## src/rtl/key_filter_multi_if.sv

```systemverilog
// Key filter bus: raw key pins in, debounced levels and event pulses out.
interface key_filter_multi_if #(
    parameter int KEY_NUM = 4
);
    logic [KEY_NUM-1:0] key_in;
    logic [KEY_NUM-1:0] key_level;
    logic [KEY_NUM-1:0] press_flag;
    logic [KEY_NUM-1:0] release_flag;
    logic [KEY_NUM-1:0] long_flag;

    modport master (
        output key_in,
        input  key_level,
        input  press_flag,
        input  release_flag,
        input  long_flag
    );

    modport slave (
        input  key_in,
        output key_level,
        output press_flag,
        output release_flag,
        output long_flag
    );
endinterface

```

## src/rtl/key_filter_multi.sv

```systemverilog
// Multi-channel debouncer for active-low keys with press/release pulses.
// Long-press pulse is compiled in only when KEY_FILTER_LONG_EN is defined.
module key_filter_multi #(
    parameter int          KEY_NUM  = 4,
    parameter logic [19:0] CNT_MAX  = 20'd999_999,
    parameter logic [25:0] LONG_MAX = 26'd49_999_999
) (
    input logic               sys_clk,
    input logic               sys_rst_n,
    key_filter_multi_if.slave bus
);
    localparam int CNT_W = (CNT_MAX == 20'd0) ? 1 : $clog2(32'(CNT_MAX) + 1);
    localparam logic [CNT_W-1:0] CNT_TOP = CNT_W'(CNT_MAX);

`ifdef KEY_FILTER_LONG_EN
    localparam int LONG_W = (LONG_MAX == 26'd0) ? 1 : $clog2(32'(LONG_MAX) + 1);
    localparam logic [LONG_W-1:0] LONG_TOP = LONG_W'(LONG_MAX);
`else
    logic unused_long;
    assign unused_long = ^LONG_MAX;
`endif

    logic [KEY_NUM-1:0] sync_q1;
    logic [KEY_NUM-1:0] key_sync;

    // Both flops reset to released so a held key after reset needs a full window.
    always_ff @(posedge sys_clk or negedge sys_rst_n) begin
        if (!sys_rst_n) begin
            sync_q1  <= '1;
            key_sync <= '1;
        end else begin
            sync_q1  <= bus.key_in;
            key_sync <= sync_q1;
        end
    end

    for (genvar i = 0; i < KEY_NUM; i++) begin : g_ch
        logic [CNT_W-1:0] cnt;
        logic             level;
        logic             press_q;
        logic             rel_q;
        logic             commit;

        assign commit = (key_sync[i] != level) && (cnt == CNT_TOP);

        always_ff @(posedge sys_clk or negedge sys_rst_n) begin
            if (!sys_rst_n) begin
                cnt     <= '0;
                level   <= 1'b1;
                press_q <= 1'b0;
                rel_q   <= 1'b0;
            end else begin
                press_q <= 1'b0;
                rel_q   <= 1'b0;
                if (key_sync[i] == level) begin
                    cnt <= '0;
                end else if (!commit) begin
                    cnt <= cnt + CNT_W'(1);
                end else begin
                    level   <= key_sync[i];
                    cnt     <= '0;
                    press_q <= ~key_sync[i];
                    rel_q   <= key_sync[i];
                end
            end
        end

        assign bus.key_level[i]    = level;
        assign bus.press_flag[i]   = press_q;
        assign bus.release_flag[i] = rel_q;

`ifdef KEY_FILTER_LONG_EN
        logic [LONG_W-1:0] lcnt;
        logic              fired;
        logic              long_q;

        // Any commit restarts the hold timer; a release commit beats a same-edge threshold hit.
        always_ff @(posedge sys_clk or negedge sys_rst_n) begin
            if (!sys_rst_n) begin
                lcnt   <= '0;
                fired  <= 1'b0;
                long_q <= 1'b0;
            end else begin
                long_q <= 1'b0;
                if (commit) begin
                    lcnt  <= '0;
                    fired <= 1'b0;
                end else if (!level && !fired) begin
                    if (lcnt == LONG_TOP) begin
                        long_q <= 1'b1;
                        fired  <= 1'b1;
                    end else begin
                        lcnt <= lcnt + LONG_W'(1);
                    end
                end
            end
        end

        assign bus.long_flag[i] = long_q;
`else
        assign bus.long_flag[i] = 1'b0;
`endif
    end
endmodule

```

## src/flat_wrapper.sv

```systemverilog
// flat-port wrapper written by rule: the top's interface ports become plain ports
module key_filter_multi_flat 
#(
    parameter int          KEY_NUM  = 4,
    parameter logic [19:0] CNT_MAX  = 20'd999_999,
    parameter logic [25:0] LONG_MAX = 26'd49_999_999
)
  (sys_clk, sys_rst_n, bus_key_in, bus_key_level, bus_press_flag, bus_release_flag, bus_long_flag);
  key_filter_multi_if #(.KEY_NUM(KEY_NUM)) bus_i ();
  input logic sys_clk;
  input logic sys_rst_n;
  input wire logic [$bits(bus_i.key_in)-1:0] bus_key_in;
  output wire logic [$bits(bus_i.key_level)-1:0] bus_key_level;
  output wire logic [$bits(bus_i.press_flag)-1:0] bus_press_flag;
  output wire logic [$bits(bus_i.release_flag)-1:0] bus_release_flag;
  output wire logic [$bits(bus_i.long_flag)-1:0] bus_long_flag;
  assign bus_i.key_in = bus_key_in;
  assign bus_key_level = bus_i.key_level;
  assign bus_press_flag = bus_i.press_flag;
  assign bus_release_flag = bus_i.release_flag;
  assign bus_long_flag = bus_i.long_flag;
  key_filter_multi #(.KEY_NUM(KEY_NUM), .CNT_MAX(CNT_MAX), .LONG_MAX(LONG_MAX)) u_core (.sys_clk(sys_clk), .sys_rst_n(sys_rst_n), .bus(bus_i));
endmodule
```

## config.mk

```make
export PLATFORM = sky130hd
export DESIGN_NAME = key_filter_multi_flat
export DESIGN_NICKNAME = d
export VERILOG_FILES = /design/src/rtl/key_filter_multi_if.sv /design/src/rtl/key_filter_multi.sv /design/src/flat_wrapper.sv
export SDC_FILE = /design/constraint.sdc
export NUM_CORES = 1
export LEC_CHECK = 0
export CORE_MARGIN = 5
export CORE_UTILIZATION = 40
export DETAILED_ROUTE_END_ITERATION = 6
export PLACE_DENSITY = 0.61
export SLEW_MARGIN = 20
export SYNTH_ARGS = -nofsm -noshare
export SYNTH_HDL_FRONTEND = slang
export SYNTH_SLANG_ARGS = --single-unit
```

## constraint.sdc

```tcl
create_clock -name sys_clk -period 2.3 [get_ports sys_clk]
set_input_delay 0.23 -clock sys_clk [delete_from_list [all_inputs] [get_ports sys_clk]]
set_output_delay 0.23 -clock sys_clk [all_outputs]
set_load 0.02 [all_outputs]
```

==> results.toml <==
[power]
p_leak_uw = 0.00216
p_int_uw = 2780
power_frac_seq = 0.515
vdd_drop_max_mv = 0.284
clockPowerShare = 0.452
p_per_area_mw_per_mm2 = 645
power_switching_uw = 736
total_power_uw = 3520
comb_power_share = 0.033
p_sw_frac = 0.209

[clocking]
cts_buffers = 9
cts_tree = "done"
post_cts_buffers = 0
cts_resized = 0
clock_path_buffers = 2
clk_latency_ps = 340
clk_pin_slew_ps = 70
clock-sinks = 100
ctsHtreeMaxLevel = 3
cts_root_buf = "clkbuf_16"

[yosys]
synth_seq_cells = 100
synth_largest_area_cell = "dfrtp_1"
synth_edf_count = 0
synthSimpleGateAreaFrac = 0.258
syn_area_mm2 = 0.00483
synthTopCellsByArea = "dfrtp_1 46%, xnor2_1 8.2%, dfstp_2 6.5%"
synth_cell_types = 50
yosys.area.top_type_share = 0.456
async_flop_share = 1.00
synth-xor-area-share = 0.114
synthMuxAreaShare = 0.0122
yosysSeqAreaShare = 0.521
synth_top_family_by_area = "simple AND/OR/NAND/NOR gates"
synthAdderAreaFrac = 0.0104
syn_inst = 467
syn_area_per_cell_um2 = 10.3
yosysWarnings = 0
synth_compound_area_frac = 0.0422
synth_ff_type = "dfrtp_1"

[grt]
grt_pass1_wl_um = 15600
gr-total-overflow = 0
antenna_found_initial = 0
grtUsageTotal = 0.130
grt_max_degree = 57
grt_pass1_vias = 3307

[worst_setup_path]
crit_path_start_kind = "flop"
r2r_end = "u_core.g_ch[1].cnt[18]$_DFF_PN0_"
crit_arrival_ps = 2200
path_max_fanout = 6
crit_chain = "ha_1 -> nand3_1 -> buf_4 -> or3_1 -> or4_1 -> a21oi_1"
cp-startpoint = "u_core.g_ch[1].cnt[0]$_DFF_PN0_"
r2r_start = "u_core.g_ch[1].cnt[0]$_DFF_PN0_"
path_class = "reg -> reg"
r2r_setup_slack_ps = 360
slowest_stage = "or3_1"
cp.required_ps = 2560
end_kind = "flop"
cp_num_buf_inv = 1
r2r_cells = 6
cp_top_family = "simple AND/OR/NAND/NOR gates"
critPathMaxStageDelay_ps = 410

[detailed_routing]
drt_iter0_drc = 164
via_count = 3349
ant_nets = 0
drt-vias-per-instance = 5.24
dr.pass1.iters = 4
wl_per_cell_um = 13.6
drt-total-wl_um = 8710
drc = 0

[floorplanning]
ioPinCount = 22
initial_core_util = 0.406
core_mm2 = 0.0119
die_x_um = 120
dieHeight_um = 120
row_count = 40
die_area_mm2 = 0.0144

[finish]
layout-drive-gt1-share = 0.116
layout_common_cells = "88 x dfrtp_1, 77 x nor2_1, 45 x xnor2_1"
area_growth_pct = 13.0
layout_commonest_cell = "dfrtp_1"
diodes = 0
fin_nets = 497

[sta]
clock.fmax_mhz = 517
tns_ps = 0
slew_violations = 0
period_share = 0.842
max_slew_margin = 0.608
finalSetupViolCount = 0
worst_pin_slew_ps = 583
rsz0062_at_grt = "no"
min_period_ps = 1940
hold_viol = 0
skew_ps = 6.51

[hold_path]
hold_path.startpoint = "bus_key_in[2]"
hold_path_end = "u_core.sync_q1[2]$_DFF_PN1_"
min_path_cells = 1
min_path_type = "in -> reg"

[flow_run]
drv_cap = 0

[place]
routabilityCongestion = 0.824
portBuffers = 17
dpl.hpwl_um = 5960

[status]
outcome = "complete, no violations"
==> power groups by stage <==
stage	Clock (uW)	Sequential, uW	Combinational (uW)
after floorplan	0	1840	59.3
after global placement	0	1840	119
after detailed placement	0	1840	119
after CTS	1650	1810	122
after global routing	1720	1820	136
final	1590	1810	116
==> per-layer routing <==
metal,GRT usage,vias up,part of all wire,wire length [um]
li1,-,1654,-,-
met1,0.181,1644,0.50,4360
met2,0.200,42,0.46,3970
met3,0.0311,9,0.031,270
met4,0.0429,0,0.012,105
met5,0,-,0,0
==> logic make-up (layout without fill, tap and decap cells) <==
logic type | Yosys count | after routing
AND/OR/NAND/NOR | 231 | 231
flip-flops | 100 | 100
XOR/XNOR | 63 | 63
buffers and inverters | 35 | 57
AO/OA/AOI/OAI | 28 | 28
multiplexers | 5 | 5
adder cells (fa/ha/maj) | 4 | 4
other | 1 | 4
==> cell usage after synthesis, drive strengths merged (11+ instances only) <==
cell type	n
dfrtp	88
buf	21
nand3	25
xnor2	45
nor3	14
dfstp	12
nor2	77
nand2	20
xor2	18
and3	12
nor4	21
inv	11
nand4	21
==> registers in the layout (all words and copies together), names as in the netlist <==
signal and flops:
u_core.sync_q1 4, u_core.g_ch.level 4, u_core.g_ch.cnt 80, u_core.g_ch.press_q 4, u_core.key_sync 4, u_core.g_ch.rel_q 4
==> metrics by stage <==
step / setup WS (ps) / hold slack (ps) / util / instances / cell area (um^2)
6_report: 364 / 291 / 0.459 / 639 / 5460
5_1_grt: 229 / 285 / 0.459 / 639 / 5460
4_1_cts: 350 / 284 / 0.459 / 639 / 5460
3_5_place_dp: 399 / 277 / 0.432 / 622 / 5140
3_3_place_gp: 425 / 271 / 0.432 / 622 / 5140
2_1_floorplan: 407 / -65.6 / - / 470 / 4840
==> area by class of cell <==
| class | count | area, um^2 |
|---|---|---|
| well taps | 147 | 184 |
| multi-input cells | 335 | 2130 |
| fillers | 1134 | 6450 |
| inverters | 11 | 41.3 |
| flip-flops and latches | 100 | 2520 |
| clock buffers | 12 | 236 |
| clock inverters | 4 | 76.3 |
| repair buffers | 30 | 280 |
==> worst max path at each step <==
| stage | to | slack, ps | cells past startpoint |
|---|---|---|---|
| finish | u_core.g_ch[1].cnt[18]$_DFF_PN0_ | 360 | 6 |
| CTS | u_core.g_ch[1].cnt[18]$_DFF_PN0_ | 350 | 6 |
| global placement | u_core.g_ch[1].cnt[18]$_DFF_PN0_ | 430 | 6 |
| detailed placement | u_core.g_ch[1].cnt[18]$_DFF_PN0_ | 400 | 6 |
| global route | u_core.g_ch[1].cnt[18]$_DFF_PN0_ | 230 | 6 |
| floorplan | u_core.g_ch[1].level$_DFFE_PN1P_ | 410 | 5 |
==> timing repair <==
item,in CTS,in global routing
endpoints found under the hold margin,38,0
hold buffers,1,0
endpoints found under the setup margin,0,0
Power figures use the tool's default switching activity.
